File: config.mk
export PLATFORM = sky130hd
export DESIGN_NAME = ctrl_ajuste_minutos
export DESIGN_NICKNAME = d
export VERILOG_FILES = /design/src/rtl/ajuste_pkg.sv /design/src/rtl/debounce_btn.sv /design/src/rtl/ctrl_ajuste_minutos.sv
export SDC_FILE = /design/constraint.sdc
export NUM_CORES = 1
export LEC_CHECK = 0
export ABC_CLOCK_PERIOD_IN_PS = 4200
export CAP_MARGIN = 20
export CORE_MARGIN = 1.5
export CORE_UTILIZATION = 50
export DETAILED_ROUTE_END_ITERATION = 7
export GPL_TIMING_DRIVEN = 0
export PLACE_DENSITY = 0.76
export SYNTH_ARGS = -nofsm -noshare
export SYNTH_HDL_FRONTEND = slang
export SYNTH_SLANG_ARGS = --single-unit
export TNS_END_PERCENT = 30
File: constraint.sdc
create_clock -name clkmin -period 4.2 [get_ports clkmin]
set_input_delay 0.63 -clock clkmin [delete_from_list [all_inputs] [get_ports clkmin]]
set_output_delay 0.63 -clock clkmin [all_outputs]
set_load 0.05 [all_outputs]
File: src/rtl/ajuste_pkg.sv
// Shared state/direction types and 50 MHz timing defaults for the minutes
// adjust control (ctrl_ajuste_minutos and its debounce_btn instances).
package ajuste_pkg;

    typedef enum logic [2:0] {
        IDLE     = 3'd0,
        WAIT_RPT = 3'd1,
        REPEAT   = 3'd2,
        LOCK     = 3'd3,
        HELD     = 3'd4
    } ajuste_state_t;

    typedef enum logic {
        DIR_UP   = 1'b0,
        DIR_DOWN = 1'b1
    } dir_t;

    localparam int unsigned DEB_CNT_DEF    = 500000;
    localparam int unsigned RPT_DELAY_DEF  = 25000000;
    localparam int unsigned RPT_PERIOD_DEF = 5000000;
    localparam int unsigned CNT_W_DEF      = 25;

    // Largest count any timing counter may have to represent.
    function automatic int unsigned longest_count(input int unsigned a,
                                                  input int unsigned b,
                                                  input int unsigned c);
        int unsigned m;
        m = a;
        if (b > m) m = b;
        if (c > m) m = c;
        return m;
    endfunction

endpackage

File: src/rtl/debounce_btn.sv
// Two-flop synchronizer plus stability counter for one raw push-button;
// level is the debounced state, rise a one-cycle pulse when it goes high.
module debounce_btn
    import ajuste_pkg::*;
#(
    parameter int unsigned DEB_CNT = DEB_CNT_DEF
) (
    input  logic clkmin,
    input  logic resetmin,
    input  logic raw,
    output logic level,
    output logic rise
);

    localparam int unsigned DW = (DEB_CNT > 1) ? $clog2(DEB_CNT) : 1;

    logic          sync1;
    logic          sync2;
    logic [DW-1:0] cnt;

    always_ff @(posedge clkmin or posedge resetmin) begin
        if (resetmin) begin
            sync1 <= 1'b0;
            sync2 <= 1'b0;
            cnt   <= '0;
            level <= 1'b0;
            rise  <= 1'b0;
        end else begin
            sync1 <= raw;
            sync2 <= sync1;
            rise  <= 1'b0;
            // Any sample that agrees with the accepted level restarts the count,
            // so only an unbroken run of DEB_CNT differing samples flips it.
            if (sync2 == level) begin
                cnt <= '0;
            end else if (cnt == DW'(DEB_CNT - 1)) begin
                cnt   <= '0;
                level <= sync2;
                rise  <= sync2;
            end else begin
                cnt <= cnt + DW'(1);
            end
        end
    end

endmodule

File: src/rtl/ctrl_ajuste_minutos.sv
// Turns the up/down adjust buttons into enmin/upmin/downmin step strobes.
// Define MIN_AUTOREPEAT_EN to build auto-repeat; otherwise one step per press.
module ctrl_ajuste_minutos
    import ajuste_pkg::*;
#(
    parameter int unsigned DEB_CNT    = DEB_CNT_DEF,
    parameter int unsigned RPT_DELAY  = RPT_DELAY_DEF,
    parameter int unsigned RPT_PERIOD = RPT_PERIOD_DEF,
    parameter int unsigned CNT_W      = CNT_W_DEF
) (
    input  logic clkmin,
    input  logic resetmin,
    input  logic btn_up,
    input  logic btn_down,
    input  logic mode_ajuste,
    output logic enmin,
    output logic upmin,
    output logic downmin,
    output logic hold
);

    if ($clog2(longest_count(DEB_CNT, RPT_DELAY, RPT_PERIOD) + 1) > CNT_W) begin : g_cnt_w_too_small
        $error("ctrl_ajuste_minutos: CNT_W too narrow for the configured timing counts");
    end

    logic lvl_up;
    logic rise_up;
    logic lvl_dn;
    logic rise_dn;

    debounce_btn #(
        .DEB_CNT (DEB_CNT)
    ) u_deb_up (
        .clkmin   (clkmin),
        .resetmin (resetmin),
        .raw      (btn_up),
        .level    (lvl_up),
        .rise     (rise_up)
    );

    debounce_btn #(
        .DEB_CNT (DEB_CNT)
    ) u_deb_down (
        .clkmin   (clkmin),
        .resetmin (resetmin),
        .raw      (btn_down),
        .level    (lvl_dn),
        .rise     (rise_dn)
    );

    ajuste_state_t state;
    ajuste_state_t state_nx;
    dir_t          dir;
    dir_t          dir_nx;
    logic          step;
    logic          hold_nx;
    logic          lat_lvl;
`ifdef MIN_AUTOREPEAT_EN
    logic [CNT_W-1:0] tmr;
    logic [CNT_W-1:0] tmr_nx;
`endif

    assign lat_lvl = (dir == DIR_UP) ? lvl_up : lvl_dn;
    assign hold_nx = (state_nx == WAIT_RPT) || (state_nx == REPEAT) || (state_nx == HELD);

    always_ff @(posedge clkmin or posedge resetmin) begin
        if (resetmin) begin
            state   <= IDLE;
            dir     <= DIR_UP;
            enmin   <= 1'b0;
            upmin   <= 1'b0;
            downmin <= 1'b0;
            hold    <= 1'b0;
`ifdef MIN_AUTOREPEAT_EN
            tmr     <= '0;
`endif
        end else begin
            state   <= state_nx;
            dir     <= dir_nx;
            enmin   <= step;
            upmin   <= step && (dir_nx == DIR_UP);
            downmin <= step && (dir_nx == DIR_DOWN);
            hold    <= hold_nx;
`ifdef MIN_AUTOREPEAT_EN
            tmr     <= tmr_nx;
`endif
        end
    end

    // Leaving adjust mode beats everything, then the both-buttons lock;
    // only after that does the per-state sequencing apply.
    always_comb begin
        state_nx = state;
        dir_nx   = dir;
        step     = 1'b0;
`ifdef MIN_AUTOREPEAT_EN
        tmr_nx   = tmr;
`endif
        if (!mode_ajuste) begin
            state_nx = IDLE;
`ifdef MIN_AUTOREPEAT_EN
            tmr_nx   = '0;
`endif
        end else if (lvl_up && lvl_dn) begin
            state_nx = LOCK;
`ifdef MIN_AUTOREPEAT_EN
            tmr_nx   = '0;
`endif
        end else begin
            case (state)
                IDLE: begin
                    if (rise_up || rise_dn) begin
                        step   = 1'b1;
                        dir_nx = rise_up ? DIR_UP : DIR_DOWN;
`ifdef MIN_AUTOREPEAT_EN
                        state_nx = WAIT_RPT;
                        tmr_nx   = '0;
`else
                        state_nx = HELD;
`endif
                    end
                end
`ifdef MIN_AUTOREPEAT_EN
                // Release is checked before the terminal count so a step
                // never fires on the cycle the button is seen released.
                WAIT_RPT: begin
                    if (!lat_lvl) begin
                        state_nx = IDLE;
                        tmr_nx   = '0;
                    end else if (tmr == CNT_W'(RPT_DELAY - 1)) begin
                        step     = 1'b1;
                        state_nx = REPEAT;
                        tmr_nx   = '0;
                    end else begin
                        tmr_nx = tmr + CNT_W'(1);
                    end
                end
                REPEAT: begin
                    if (!lat_lvl) begin
                        state_nx = IDLE;
                        tmr_nx   = '0;
                    end else if (tmr == CNT_W'(RPT_PERIOD - 1)) begin
                        step   = 1'b1;
                        tmr_nx = '0;
                    end else begin
                        tmr_nx = tmr + CNT_W'(1);
                    end
                end
`endif
                HELD: begin
                    if (!lat_lvl) state_nx = IDLE;
                end
                LOCK: begin
                    if (!lvl_up && !lvl_dn) state_nx = IDLE;
                end
                default: begin
                    state_nx = IDLE;
                end
            endcase
        end
    end

endmodule

Word level (Yosys, flattened, before mapping)
Index checks and enable logic that the tools add are counted.
{ "word_totals": {"in_bits": 5, "wordCells": 66, "reg_bits": 54, "output_inout_bits": 4} }
{ "op_classes": {"n_reduce_logical": 12, "n_eq_ne": 9, "n_mux": 24, "n_addsub": 2, "n_bitwise": 3} }
{ "op_table": {"columns": ["op", "n"], "rows": [
  ["2-to-1 mux 19 bit", 4],
  ["adder 19 x 1 -> 19 bit (second input constant)", 2],
  ["equality test 19 bit (second input constant)", 2],
  ["2-to-1 mux 3 bit", 5],
  ["2-to-1 mux 1 bit", 14],
  ["case mux 3 bit (3 select lines)", 1],
  ["equality test 3 x 2 -> 1 bit (second input constant)", 2],
  ["equality test 3 bit (second input constant)", 2],
  ["logical AND 1 bit", 4],
  ["AND reduction 2 bit", 2],
  ["equality test 3 x 1 -> 1 bit (second input constant)", 1],
  ["zero test 3 bit", 1],
  ["logical OR 1 bit", 3],
  ["inverter 1 bit", 3],
  ["equality test 1 bit", 2],
  ["zero test 1 bit", 2]
]} }

Logic depth before layout (Yosys ltp)
Gate-level depths: netlist (run 1).
{ "logic_depth": {"depth_word": 9, "depth_mapped": 6} }

Cells and area by module
A second synthesis (run 1) with hierarchy kept.
{ "unflattened": {"cells_unflattened": 245, "area_unflattened_um2": 2628.8} }
{ "by_module_without_submodules": {"columns": ["mod", "cells_each", "area_per_inst_um2", "seq_area_each_um2", "instances"], "rows": [
  ["debounce_btn", 108, 1153.6, 575.6, 2],
  ["ctrl_ajuste_minutos", 29, 321.6, 200.2, 1]
]} }

Worst setup path before layout (run 1)
No wires, ideal clock.
{ "synth_timing": {"path_kind": "register to register", "startpoint": "reg u_deb_down.cnt[0]", "endpoint": "reg u_deb_down.cnt[18]", "path_stages_with_launch": 6, "required_time_ps": 4122, "synth_period_minus_slack_ps": 1849, "slack_ps": 2351, "n_path_buf": 0, "arrival_ps": 1771, "setup_time_ps": 78, "path_cell_list": "dfrtp_1 ha_1 nand4_4 or4_1 or3_1 a21oi_1"} }
{ "synth_between": {"elab_chain_cells": 3, "word_cells_on_any_way": 4} }
{ "synth_rtl": {"columns": ["item", "line_no", "rtl"], "rows": [
  ["from (decl)", "debounce_btn.sv:19", "logic [DW-1:0] cnt;"],
  ["from (signal assigned)", "debounce_btn.sv:41", "cnt <= cnt + DW'(1);"],
  ["adder 19 x 1 -> 19 bit or equality test 19 bit (tied branches)", "debounce_btn.sv:41, debounce_btn.sv:36", null],
  ["2-to-1 mux 19 bit (*)", "debounce_btn.sv:36", "end else if (cnt == DW'(DEB_CNT - 1)) begin"],
  ["2-to-1 mux 19 bit (*)", "debounce_btn.sv:34", "if (sync2 == level) begin"]
]} }
Mark *: on every way between the ends. The rest lies on a longest branch, timed or not.
A chain may end at the register's enable or synchronous reset.

Final worst setup path (run 1)
{ "layout_timing": {"startpoint": "reg u_deb_up.cnt[0]", "endpoint": "reg u_deb_up.cnt[9]"} }
{ "layout_between": {"elab_chain_cells": 3, "word_cells_on_any_way": 4} }
{ "layout_rtl": {"columns": ["item", "line_no"], "rows": [
  ["from (decl)", "debounce_btn.sv:19"],
  ["from (signal assigned)", "debounce_btn.sv:41"],
  ["adder 19 x 1 -> 19 bit or equality test 19 bit (tied branches)", "debounce_btn.sv:41, debounce_btn.sv:36"],
  ["2-to-1 mux 19 bit (*)", "debounce_btn.sv:36"],
  ["2-to-1 mux 19 bit (*)", "debounce_btn.sv:34"]
]} }
Marked as above.

==> results.sh, run 1 <==
export IMPL_status="finished clean"
export IMPL_syn_area_sq_um=2510
export IMPL_end_kind="flop"
export IMPL_clk_pin_slew_ns=0.09
export IMPL_grt_overflow=0
export IMPL_seq_area_frac_synth_pct=53.8
export IMPL_rr_endpoint="u_deb_up.cnt[9]"
export IMPL_die_y_um=73.9
export IMPL_async_flop_share_pct=100
export IMPL_area_delta_synth_final_pct=11.1
export IMPL_crit_start="u_deb_up.cnt[0]"
export IMPL_worstMarginPinSlew_ns=0.685
export IMPL_synth_top_area_cell="dfrtp_1"
export IMPL_critPathArrivalTime_ns=2.38
export IMPL_grt_pass1_vias=1638
export IMPL_netlist_instances=243
export IMPL_io_buffers=8
export IMPL_rsz0062_at_grt="no"
export IMPL_ys_ff_latch=54
export IMPL_num_vias=1769
export IMPL_ff2ff_path_depth=6
export IMPL_start_util_pct=52.5
export IMPL_p_leak_nw=1.14
export IMPL_path_class="flop to flop"
export IMPL_min_path_type="flop to flop"
export IMPL_cts_tree="built"
export IMPL_max_freq_mhz=455
export IMPL_crit_path_start_kind="flop"
export IMPL_drv_slew=0
export IMPL_cpMaxStageDelayCell="o21ai_1"
export IMPL_required_ns=4.39
export IMPL_min_period_over_period_pct=52.3
export IMPL_row_count=25
export IMPL_slowest_delay_ns=0.57
export IMPL_ys_types=37
export IMPL_grt_total_usage_pct=17.7
export IMPL_coreArea_sq_um=4790
export IMPL_synth_avg_cell_area_sq_um=10.3
export IMPL_totalWireLength_um=4310
export IMPL_setup_viol=0
export IMPL_yosysMostFrequentCell="dfrtp_1"
export IMPL_cts_resized=0
export IMPL_maxCapViolCount=0
export IMPL_hold_viol_final=0
export IMPL_grt_antenna_before_repair=0
export IMPL_wl_per_cell_um=13.2
export IMPL_cts_setup_buffers=0
export IMPL_fillCellCount=415
export IMPL_r2r_start="u_deb_up.cnt[0]"
export IMPL_nets=266
export IMPL_design_area_sq_um=2790
export IMPL_drtPass1Iterations=5
export IMPL_cts_buffers=5
export IMPL_critPathMaxFanout=10
export IMPL_r2r_setup_slack_ns=2.00
export IMPL_layout_min_cycle_time_ns=2.20
export IMPL_clkLatencyLatePin_ns=0.30
export IMPL_grt_pass1_wl_um=7490
export IMPL_clock_sinks=54
export IMPL_gp_congestion=0.824
export IMPL_ys_warn_count=0
export IMPL_ant_nets=0
export IMPL_dpl_cell_area_sq_um=2700
export IMPL_clockBufferDepth=2
export IMPL_synthTopCellsByCount="dfrtp_1 (54), nor2_1 (40), xnor2_1 (23), nand2_1 (18)"
export IMPL_die_area_sq_um=5460
export IMPL_path_cells="ha_1 -> and4_1 -> nand2_1 -> o21ai_1 -> buf_2 -> nor2_1"
export IMPL_synth_ff_type="dfrtp_1"
export IMPL_diodes=0
export IMPL_drive_gt1_share_pct=6.54
export IMPL_avgViaCountPerCell=5.41
export IMPL_crit_end="u_deb_up.cnt[9]"
export IMPL_postCtsHoldBufs=0
export IMPL_synth_fp_nets=250
export IMPL_synth_edf_count=0
export IMPL_ios=9
export IMPL_dp_hpwl_um=3050
export IMPL_die_x_um=73.9
export IMPL_fin_setup_tns_ns=0
export IMPL_slew_headroom_pct=54.0
export IMPL_power_density_nw_per_um2=309
export IMPL_htreeDepth=2
export IMPL_drtIter0Drc=154
export IMPL_remaining_drc_errors=0
export IMPL_grt_max_degree=43
export IMPL_synth_area_leaders="dfrtp_1 (54%), xnor2_1 (8.0%), nor2_1 (6.0%)"
export IMPL_ir_drop_v=0.000137
export IMPL_skew_ns=0.00913
export IMPL_cts_root_buf="clkbuf_8"
export IMPL_yosys_area_top_type_share_pct=53.8
==> kinds of logic after synthesis <==
family	share of synthesized area, %
flip-flops	53.8
XOR/XNOR	10.8
buffers and inverters	1.74
multiplexers	1.05
AO/OA/AOI/OAI	3.98
adder cells (fa/ha/maj)	1.39
AND/OR/NAND/NOR	27.3
==> power breakdown <==
| group | internal (W) | leakage, nW | switching, W |
|---|---|---|---|
| Clock | 0.000133 | 0.0472 | 0.000163 |
| Sequential | 0.000526 | 0.740 | 0.00000752 |
| Combinational | 0.0000125 | 0.352 | 0.0000224 |
==> layout by cell type (no fill, tap or decap), drive strengths merged, types with 2 or more instances in the layout <==
master,Yosys,final
a21oi,6,6
and2,4,4
and3,2,2
buf,2,3
clkbuf,0,6
clkdlybuf4s50,0,8
dfrtp,54,54
ha,2,2
inv,9,9
mux2,2,2
nand2,18,18
nand3,12,12
nand4,10,10
nor2,40,40
nor3,11,11
nor3b,3,3
nor4,12,12
nor4bb,2,2
o21ai,5,5
or3,2,2
or4,5,5
xnor2,23,23
xor2,8,8
==> cell type report <==
cell class | instances | area [sq um] | area share, %
clock buffer | 6 | 82.6 | 2.96
sequential | 54 | 1350 | 48.4
buffer | 2 | 10.0 | 0.358
timing repair buffer | 9 | 100 | 3.58
inverter | 9 | 33.8 | 1.21
clock inverter | 2 | 12.5 | 0.448
tap | 67 | 83.8 | 3.00
multi-input combinational | 178 | 1120 | 40.1
==> worst min path at each step <==
stage,start,to,slack (ns),cells after the start
2_1_floorplan,u_deb_down.sync1,u_deb_down.sync2,0.33,0
3_3_place_gp,u_deb_up.sync1,u_deb_up.sync2,0.33,0
3_5_place_dp,u_deb_up.sync1,u_deb_up.sync2,0.34,0
4_1_cts,u_deb_up.sync1,u_deb_up.sync2,0.36,0
5_1_grt,u_deb_up.sync1,u_deb_up.sync2,0.38,0
6_report,u_deb_up.sync1,u_deb_up.sync2,0.36,0
==> through the flow <==
stage	hold WS (ns)	utilization [%]	cells	power, W	worst slack, ns
global route	0.376	58.4	327	0.000894	1.82
CTS	0.363	58.4	327	0.000873	1.98
floorplan	0.331	-	243	0.000565	2.26
global placement	0.335	55.9	318	0.000577	1.32
detailed placement	0.341	56.4	319	0.000580	1.92
finish	0.360	58.4	327	0.000864	2.00
==> sequential cells by signal (all words and copies together), names as in the netlist <==
| signal | count |
|---|---|
| upmin | 1 |
| u_deb_up.sync1 | 1 |
| state | 3 |
| u_deb_down.sync2 | 1 |
| u_deb_down.level | 1 |
| u_deb_up.rise | 1 |
| u_deb_up.sync2 | 1 |
| hold | 1 |
| u_deb_up.cnt | 19 |
| u_deb_up.level | 1 |
| enmin | 1 |
| u_deb_down.rise | 1 |
| u_deb_down.cnt | 19 |
| u_deb_down.sync1 | 1 |
| downmin | 1 |
| dir | 1 |
==> metal layers <==
layer | up-vias | global-route usage [%] | share of wire (%)
met1 | 862 | 25.3 | 50
met2 | 20 | 27.5 | 47
met5 | - | 0 | 0
met4 | 0 | 5.56 | 1.2
li1 | 880 | - | -
met3 | 7 | 3.29 | 2.1
==> critical path: cells and delay by family, from the launching register on <==
kind	cells	cell delay (ns)
compound gates	1	0.57
simple gates	3	0.49
fa+ha+maj	1	0.25
buf+inv	1	0.34
flops	1	0.41
Power figures use the tool's default switching activity.
==> run 2, diff against run 1 <==
Settings changed: ABC_CLOCK_PERIOD_IN_PS 4200 to 1900, PLACE_DENSITY 0.76 to 0.79.
Clock period 4.2 ns to 1.9 ns, I/O delays scaled along.
==> results.sh, run 2 (synthesis results as in run 1) <==
export IMPL_layout_min_cycle_time_ns=1.88
export IMPL_diodes=0
export IMPL_drtIter0Drc=85
export IMPL_gp_congestion=0.828
export IMPL_ios=9
export IMPL_seq_power_share_pct=53.3
export IMPL_p_comb_share_pct=4.8
export IMPL_cts_root_buf="clkbuf_8"
export IMPL_required_ns=2.11
export IMPL_min_path_type="primary input to asynchronous set/reset pin"
export IMPL_ant_nets=0
export IMPL_clockBufferDepth=2
export IMPL_row_count=25
export IMPL_setup_viol=0
export IMPL_clock_sinks=54
export IMPL_crit_path_start_kind="flop"
export IMPL_drv_slew=0
export IMPL_wl_per_cell_um=13.9
export IMPL_critPathMaxFanout=4
export IMPL_grt_busiest_layer="met2"
export IMPL_max_freq_mhz=532
export IMPL_pre_cts_ws_ns=-0.281
export IMPL_area_delta_synth_final_pct=18.7
export IMPL_final_cell_mix="dfrtp_1 (53), nor2_1 (40), xnor2_1 (23), nand2_1 (18), buf_4 (13)"
export IMPL_die_y_um=73.9
export IMPL_num_vias=1884
export IMPL_stdcell_count=339
export IMPL_nets=278
export IMPL_totalWireLength_um=4720
export IMPL_io_buffers=8
export IMPL_hold_viol_final=0
export IMPL_grt_use_met3_pct=4.53
export IMPL_cts_buffers=5
export IMPL_skew_ns=0.00772
export IMPL_drtPass1Iterations=4
export IMPL_clkLatencyLatePin_ns=0.31
export IMPL_clockPowerShare_pct=42.0
export IMPL_die_x_um=73.9
export IMPL_path_class="flop to flop"
export IMPL_postCtsHoldBufs=0
export IMPL_status="finished clean"
export IMPL_ir_drop_v=0.000337
export IMPL_htreeDepth=2
export IMPL_grt_pass1_vias=1762
export IMPL_end_kind="flop"
export IMPL_remaining_drc_errors=0
export IMPL_p_leak_nw=1.23
export IMPL_grt_max_degree=41
export IMPL_swShare_pct=20.1
export IMPL_min_period_over_period_pct=99.0
export IMPL_cts_tree="built"
export IMPL_grt_overflow=0
export IMPL_grt_pass1_wl_um=7880
export IMPL_final_common_cell="dfrtp_1"
export IMPL_worstMarginPinSlew_ns=0.498
export IMPL_fin_ws_ns=0.0190
export IMPL_met2_usage_pct=29.1
export IMPL_slew_headroom_pct=66.7
export IMPL_met1_usage_pct=25.2
export IMPL_maxCapViolCount=0
export IMPL_avgViaCountPerCell=5.56
export IMPL_start_util_pct=52.5
export IMPL_fin_setup_tns_ns=0
export IMPL_dp_hpwl_um=3020
export IMPL_critPathArrivalTime_ns=2.09
export IMPL_total_power_w=0.00222
export IMPL_place_inst=319
export IMPL_netSwitchingPower_w=0.000447
export IMPL_grt_antenna_before_repair=0
export IMPL_die_area_sq_um=5460
export IMPL_internal_power_w=0.00177
export IMPL_power_density_nw_per_um2=744
export IMPL_top_regs="u_deb_down.cnt x19, u_deb_up.cnt x19, state x3"
export IMPL_fin_util_pct=62.4
export IMPL_clk_pin_slew_ns=0.09
export IMPL_coreArea_sq_um=4790
export IMPL_grt_total_usage_pct=18.9
export IMPL_drive_gt1_share_pct=13.6
==> run 2: cell count changes in the layout (fill, tap and decap cells not counted), sizes merged <==
cell,delta
buf,+11
bufinv,+2
clkbuf,+1
clkinv,-1
clkinvlp,-1
==> run 2: per-stage QoR <==
stage               area, sq um  hold slack (ns)
floorplan                  2510            0.316
global placement           2680            0.335
detailed placement         2700            0.336
CTS                        2880            0.257
global route               2980            0.285
finish                     2980            0.258
==> run 2: power groups by stage <==
stage	clock network, W	registers (W)	logic (W)
floorplan	0	0.00120	0.0000514
global placement	0	0.00120	0.0000729
detailed placement	0	0.00120	0.0000791
CTS	0.000951	0.00118	0.0000850
global route	0.000986	0.00118	0.000118
finish	0.000931	0.00118	0.000106
==> run 2: timing repair <==
item	in CTS	in global routing
setup buffers	3	9
pin swaps	3	6
gates resized for setup	3	10
hold endpoints to repair	0	0
setup endpoints to repair	27	25
==> run 2: path summary, 6_finish.rpt <==
path,endpoint,cells past startpoint,from,slack [ns]
min,state[1],2,resetmin,0.26
max in group asynchronous,u_deb_up.cnt[0],3,resetmin,1.12
min in group clkmin,u_deb_up.sync2,0,u_deb_up.sync1,0.36
max reg2reg,u_deb_down.level,5,u_deb_down.cnt[0],0.02
min reg2reg,u_deb_up.sync2,0,u_deb_up.sync1,0.36
max,u_deb_down.level,5,u_deb_down.cnt[0],0.02
==> run 2: routing by layer <==
layer | wire [um] | vias up
met1 | 2180 | 913
met5 | 0 | -
met4 | 158 | 0
met2 | 2220 | 45
li1 | - | 911
met3 | 162 | 15
==> run 2: area by class of cell <==
type	count	area, sq um
fillers	374	1800
repair buffers	21	190
inverters	9	33.8
clock buffers	6	82.6
multi-input cells	178	1170
clock inverters	2	60.1
plain buffers	2	15.0
well taps	67	83.8
flip-flops and latches	54	1350
==> run 2: critical path, cell delays in order, from the launching register on <==
cell     delay, ns
dfrtp_1       0.44
ha_4          0.19
nand4_4       0.12
buf_4         0.17
or4_4         0.54
mux2_4        0.31
==> run 3, diff against run 2 <==
Settings changed: TNS_END_PERCENT 30 to 10.
==> results of run 3 <==
The final DEF is identical to that of run 2; final timing and power are the same.
